## config.mk

```make
export PLATFORM = sky130hd
export DESIGN_NAME = xif_mac_coprocessor
export DESIGN_NICKNAME = d
export VERILOG_FILES = /design/src/rtl/xif_mac_coprocessor.sv
export SDC_FILE = /design/constraint.sdc
export NUM_CORES = 2
export LEC_CHECK = 0
export BUFFER_PORTS_ARGS = -buffer_cell sky130_fd_sc_hd__buf_2
export CAP_MARGIN = 20
export CORE_AREA = 2 2 280 282
export CTS_CLUSTER_DIAMETER = 80
export DETAILED_ROUTE_END_ITERATION = 12
export DIE_AREA = 0 0 282 284
export PLACE_DENSITY = 0.64
export SYNTH_ARGS = -nofsm -noshare
export SYNTH_HDL_FRONTEND = slang
export SYNTH_SLANG_ARGS = --single-unit
```

## constraint.sdc

```tcl
create_clock -name clk_i -period 31.6 [get_ports clk_i]
set_clock_uncertainty 0.05 [all_clocks]
set_input_delay 4.74 -clock clk_i [delete_from_list [all_inputs] [get_ports clk_i]]
set_output_delay 4.74 -clock clk_i [all_outputs]
set_load 0.005 [all_outputs]
```

## src/rtl/xif_mac_coprocessor.sv

```systemverilog
// CORE-V-XIF multiply/accumulate coprocessor: decodes custom-0 ops, holds them until commit,
// and executes them in order on a fixed-latency multiplier with a single accumulator.
module xif_mac_coprocessor #(
    parameter int unsigned ID_WIDTH = 4,
    parameter int unsigned DEPTH    = 4,
    parameter int unsigned LATENCY  = 2
) (
    input  logic                clk_i,
    input  logic                rst_ni,
    input  logic                x_issue_valid_i,
    output logic                x_issue_ready_o,
    input  logic [31:0]         x_issue_instr_i,
    input  logic [ID_WIDTH-1:0] x_issue_id_i,
    input  logic [31:0]         x_issue_rs0_i,
    input  logic [31:0]         x_issue_rs1_i,
    input  logic [1:0]          x_issue_rs_valid_i,
    output logic                x_issue_accept_o,
    output logic                x_issue_wb_o,
    input  logic                x_commit_valid_i,
    input  logic [ID_WIDTH-1:0] x_commit_id_i,
    input  logic                x_commit_kill_i,
    output logic                x_result_valid_o,
    input  logic                x_result_ready_i,
    output logic [ID_WIDTH-1:0] x_result_id_o,
    output logic [31:0]         x_result_data_o,
    output logic [4:0]          x_result_rd_o,
    output logic                x_result_we_o,
    output logic                busy_o
);

    localparam int unsigned PTR_W = (DEPTH > 1) ? $clog2(DEPTH) : 1;
    localparam int unsigned CNT_W = $clog2(DEPTH + 1);
    localparam int unsigned LAT_W = (LATENCY > 1) ? $clog2(LATENCY) : 1;
    localparam logic [6:0]  OPC_CUSTOM0 = 7'b0001011;

    typedef enum logic [1:0] {IDLE, EXEC, RESP} state_e;

    typedef struct packed {
        logic [ID_WIDTH-1:0] id;
        logic [1:0]          op;
        logic [31:0]         rs0;
        logic [31:0]         rs1;
        logic [4:0]          rd;
        logic                committed;
        logic                killed;
    } entry_t;

    entry_t              queue_q [DEPTH];
    entry_t              queue_d [DEPTH];
    logic [PTR_W-1:0]    head_q, head_d, tail_q, tail_d, scan_idx;
    logic [CNT_W-1:0]    count_q, count_d;
    state_e              state_q, state_d;
    logic [LAT_W-1:0]    cnt_q, cnt_d;
    logic [31:0]         acc_q, acc_d;
    logic                res_valid_q, res_valid_d;
    logic                res_we_q, res_we_d;
    logic [ID_WIDTH-1:0] res_id_q, res_id_d;
    logic [31:0]         res_data_q, res_data_d;
    logic [4:0]          res_rd_q, res_rd_d;
    logic                busy_q, busy_d;

    logic                decoded_c, push_c, pop_c, commit_hit_c;
    entry_t              head_c;
    logic [31:0]         prod_c;
    logic                unused_instr_bits;

    assign unused_instr_bits = ^x_issue_instr_i[31:15];

    // Issue decode and handshake; non-custom instructions are always waved through unaccepted.
    always_comb begin
        decoded_c        = (x_issue_instr_i[6:0] == OPC_CUSTOM0) && !x_issue_instr_i[14];
        x_issue_ready_o  = 1'b1;
        if (decoded_c) begin
            x_issue_ready_o = (x_issue_rs_valid_i == 2'b11) && (count_q < CNT_W'(DEPTH));
        end
        x_issue_accept_o = decoded_c;
        x_issue_wb_o     = decoded_c;
        push_c           = x_issue_valid_i && x_issue_ready_o && decoded_c;
    end

    // Queue write and commit/kill marking of the oldest open entry with a matching id.
    always_comb begin
        queue_d      = queue_q;
        commit_hit_c = 1'b0;
        scan_idx     = '0;
        if (push_c) begin
            queue_d[tail_q].id        = x_issue_id_i;
            queue_d[tail_q].op        = x_issue_instr_i[13:12];
            queue_d[tail_q].rs0       = x_issue_rs0_i;
            queue_d[tail_q].rs1       = x_issue_rs1_i;
            queue_d[tail_q].rd        = x_issue_instr_i[11:7];
            queue_d[tail_q].committed = 1'b0;
            queue_d[tail_q].killed    = 1'b0;
        end
        for (int i = 0; i < DEPTH; i++) begin
            scan_idx = head_q + PTR_W'(i);
            if (x_commit_valid_i && !commit_hit_c &&
                ((CNT_W'(i) < count_q) || (push_c && (CNT_W'(i) == count_q))) &&
                (queue_d[scan_idx].id == x_commit_id_i) &&
                !queue_d[scan_idx].committed && !queue_d[scan_idx].killed) begin
                commit_hit_c = 1'b1;
                if (x_commit_kill_i) begin
                    queue_d[scan_idx].killed = 1'b1;
                end else begin
                    queue_d[scan_idx].committed = 1'b1;
                end
            end
        end
    end

    // In-order execution FSM working on the queue head.
    always_comb begin
        state_d     = state_q;
        cnt_d       = cnt_q;
        acc_d       = acc_q;
        res_valid_d = res_valid_q;
        res_we_d    = res_we_q;
        res_id_d    = res_id_q;
        res_data_d  = res_data_q;
        res_rd_d    = res_rd_q;
        pop_c       = 1'b0;
        head_c      = queue_q[head_q];
        prod_c      = head_c.rs0 * head_c.rs1;
        case (state_q)
            IDLE: begin
                if (count_q != '0) begin
                    if (head_c.killed) begin
                        pop_c = 1'b1;
                    end else if (head_c.committed) begin
                        state_d = EXEC;
                        cnt_d   = LAT_W'(LATENCY - 1);
                    end
                end
            end
            EXEC: begin
                if (cnt_q == '0) begin
                    state_d     = RESP;
                    res_valid_d = 1'b1;
                    res_we_d    = 1'b1;
                    res_id_d    = head_c.id;
                    res_rd_d    = head_c.rd;
                    case (head_c.op)
                        2'd0: res_data_d = prod_c;
                        2'd1: begin
                            acc_d      = acc_q + prod_c;
                            res_data_d = acc_q + prod_c;
                        end
                        2'd2: res_data_d = acc_q;
                        default: begin
                            acc_d      = '0;
                            res_data_d = '0;
                        end
                    endcase
                end else begin
                    cnt_d = cnt_q - LAT_W'(1);
                end
            end
            RESP: begin
                if (x_result_ready_i) begin
                    pop_c       = 1'b1;
                    state_d     = IDLE;
                    res_valid_d = 1'b0;
                    res_we_d    = 1'b0;
                end
            end
            default: state_d = IDLE;
        endcase
    end

    always_comb begin
        head_d  = pop_c  ? head_q + PTR_W'(1) : head_q;
        tail_d  = push_c ? tail_q + PTR_W'(1) : tail_q;
        count_d = count_q + CNT_W'(push_c) - CNT_W'(pop_c);
        busy_d  = (count_d != '0) || (state_d != IDLE);
    end

    always_ff @(posedge clk_i or negedge rst_ni) begin
        if (!rst_ni) begin
            for (int i = 0; i < DEPTH; i++) begin
                queue_q[i] <= '0;
            end
            head_q      <= '0;
            tail_q      <= '0;
            count_q     <= '0;
            state_q     <= IDLE;
            cnt_q       <= '0;
            acc_q       <= '0;
            res_valid_q <= 1'b0;
            res_we_q    <= 1'b0;
            res_id_q    <= '0;
            res_data_q  <= '0;
            res_rd_q    <= '0;
            busy_q      <= 1'b0;
        end else begin
            queue_q     <= queue_d;
            head_q      <= head_d;
            tail_q      <= tail_d;
            count_q     <= count_d;
            state_q     <= state_d;
            cnt_q       <= cnt_d;
            acc_q       <= acc_d;
            res_valid_q <= res_valid_d;
            res_we_q    <= res_we_d;
            res_id_q    <= res_id_d;
            res_data_q  <= res_data_d;
            res_rd_q    <= res_rd_d;
            busy_q      <= busy_d;
        end
    end

    assign x_result_valid_o = res_valid_q;
    assign x_result_we_o    = res_we_q;
    assign x_result_id_o    = res_id_q;
    assign x_result_data_o  = res_data_q;
    assign x_result_rd_o    = res_rd_q;
    assign busy_o           = busy_q;

endmodule
```

==> reports/results.ini <==
[timing]
fin_tns_setup_ns=0
hold-worst-slack_ns=0.409
rsz0062_at_grt=false
min_period_over_period_pct=37.1
tightest_slew_ns=1.25
hold_viol=0
period_needed_ns=11.71
slew_viol_final=0
max_freq_mhz=85.4
slew_headroom_pct=16.2
report.final.setup_viol=0

[worst_setup_path]
cp.arrival_ns=12.12
worstPathRequired_ns=32.01
worst_path_largest_cell_delay_ns=0.95
slowest_stage=dfrtp_4
timing.rr.end=x_result_data_o[31]
worst-path-max-fanout=47
worst_r2r_path_depth=34
path_class=reg2reg
endpoint_kind=register
regToRegSetupSlack_ns=19.89
cp_common_cell=fa_1
cp-start-kind=register
r2r_start=head_q[1]

[layout]
seq_area_mm2=0.00984
final_layout_size_suffix_gt1_share_pct=9.36
fin_nets=4822
fillerInstances=7258
multi_input_area_mm2=0.0235
synthToLayoutAreaGrowth_pct=9.03

[synthesis]
synthMostInstantiatedCell=nand2_1
ys_types=82
postSynthCellCount=4080
syn_avg_cell_area_um2=8.78
synth_edf_count=0
synth_area_leaders=dfrtp_1 (27%), fa_1 (23%), nand2_1 (14%)
yosysTopAreaCellShare_pct=27.4
syn_nets=4769
synth-seq-cells=393
yosys-top-cells-count=nand2_1 (1326), inv_1 (469), fa_1 (410)
synth_warnings=0
syn_area_mm2=0.0358
ys.flop_type=dfrtp_1
seq_area_frac_synth_pct=27.4
synth_top_cell_by_area=dfrtp_1
async_reset_ff_share_pct=100

[die]
dieWidth_um=282
rows=102
die_h_um=284
io_pins=159
core-area_mm2=0.0770
dieArea_mm2=0.0801
start_util_pct=46.6

[drt]
wire_per_inst_um=19.2
vias=27800
drt_iter0_markers=2064
ant_nets=0
finalWirelength_mm=100
dr.pass1.iters=6
remaining_drc_errors=0
viasPerCell=5.34

[pwr]
totalPowerFinal_uw=3830
swShare_pct=49.3
p_comb_share_pct=70.7
pwr-share-seq_pct=15.6
p_switching_uw=1890
internal_power_uw=1940
leakagePower_uw=0.0203
p_clk_share_pct=13.7
p_per_area_mw_per_mm2=98.1
ir_worst_vdd_uv=108

[grt]
grt_max_degree=92
grt_first_pass_wirelength_mm=160
grt_use_total_pct=25.6
antenna_found_initial=11
grt_pass1_vias=28500
overflow=0

[clock_tree]
clock_sinks=393
path_clk_slew_ns=0.06
cts_resized=0
worstSkewPairLatency_ns=0.58
holdBufCountCts=0
cts_made_buffers=46
cts_tree=yes
clock_tree.buffer_depth=3
clockRootBuffer=clkbuf_16
h-tree-depth=2
cts_setup_buffers=0

[worst_hold_path]
whs_path_depth=2
min-delay-path-class=reg2reg

[place]
port-buffer-count=141
post-dp-hpwl_mm=72.3
place.gp.congestion=0.920

[job]
cap_violations=0

[outcome]
status=finished, final reports clean

critical path, delay by kind of cell (launching register included):
| kind | cells | cell delay, ns |
|---|---|---|
| multiplexers | 2 | 0.69 |
| adder cells (fa/ha/maj) | 10 | 4.53 |
| XOR/XNOR | 2 | 0.32 |
| AND/OR/NAND/NOR | 4 | 0.66 |
| buffers and inverters | 5 | 0.90 |
| AO/OA/AOI/OAI | 11 | 3.36 |
| flip-flops | 1 | 0.95 |
through the flow:
stage | area [um^2] | setup slack [ns] | util [%] | cells
global route | 39100 | 18.96 | 50.8 | 5207
finish | 39100 | 19.89 | 50.8 | 5211
floorplan | 35800 | 20.55 | - | 4080
CTS | 39100 | 19.77 | 50.8 | 5205
detailed placement | 37600 | 19.84 | 48.8 | 5125
global placement | 37600 | 19.97 | 48.8 | 5125
power groups by stage:
stage / sequential, uW / combinational [uW] / clock [uW]
2_1_floorplan: 581 / 2020 / 0
3_3_place_gp: 606 / 2670 / 0
3_5_place_dp: 607 / 2700 / 0
4_1_cts: 599 / 2730 / 538
5_1_grt: 605 / 3040 / 557
6_report: 598 / 2710 / 527
layout make-up:
type                       count  area share [%]
antenna                        6          0.0384
timing repair buffer         202            3.04
sequential                   393            25.2
inverter                     469            4.51
multi-input combinational   3021            60.1
tap                         1040            3.33
clock buffer                  64            3.38
clock inverter                16           0.403
logic make-up after synthesis:
kind of cell	after synthesis	synth area share [%]
compound gates	317	5.86
xor+xnor	126	3.08
flops	393	27.4
fa+ha+maj	577	28.7
mux	185	7.05
simple gates	1816	20.7
buf+inv	666	7.10
worst max-delay path by stage:
stage / startpoint / to / slack [ns] / depth (start not counted)
global route: head_q[1] / x_result_data_o[31] / 18.96 / 38
CTS: head_q[1] / x_result_data_o[31] / 19.77 / 38
finish: head_q[1] / x_result_data_o[31] / 19.89 / 34
detailed placement: head_q[1] / x_result_data_o[31] / 19.84 / 38
global placement: head_q[1] / x_result_data_o[31] / 19.97 / 38
floorplan: head_q[0] / x_result_data_o[31] / 20.55 / 45
metal layers:
| metal | wire length [um] | part of all wire (%) | up-vias | GRT usage (%) |
|---|---|---|---|---|
| met5 | 84 | 0.084 | - | 0 |
| met4 | 2370 | 2.4 | 14 | 6.54 |
| met3 | 6230 | 6.2 | 153 | 3.80 |
| met2 | 48500 | 48 | 838 | 42.3 |
| met1 | 43100 | 43 | 14000 | 35.4 |
| li1 | - | - | 12900 | - |
cells in the final DEF (no fill, tap or decap), types with 6 or more instances in the layout:
cell       instances
dfrtp_1          391
inv_1            469
buf_2            140
nand4_1           13
fa_1             410
and2_1            86
mux2_2            38
a21oi_1           54
clkinv_2           8
a22o_1            12
xor2_1            28
clkbuf_16         47
buf_4             60
xnor2_1           98
a21boi_0           6
a31oi_1           23
o21a_1            30
o21ai_1           13
mux4_2            50
clkbuf_1           9
o21ai_0           79
mux2i_1           96
nor2b_1           10
ha_1             167
a21o_1            19
nand3_1           15
nor2_1           276
or4_1              6
nor4_1             7
a41oi_1            6
nand2_1         1326
diode_2            6
or3_1              8
nand2b_1          16
clkbuf_8           8
nor3_1            19
Power figures use the tool's default switching activity.
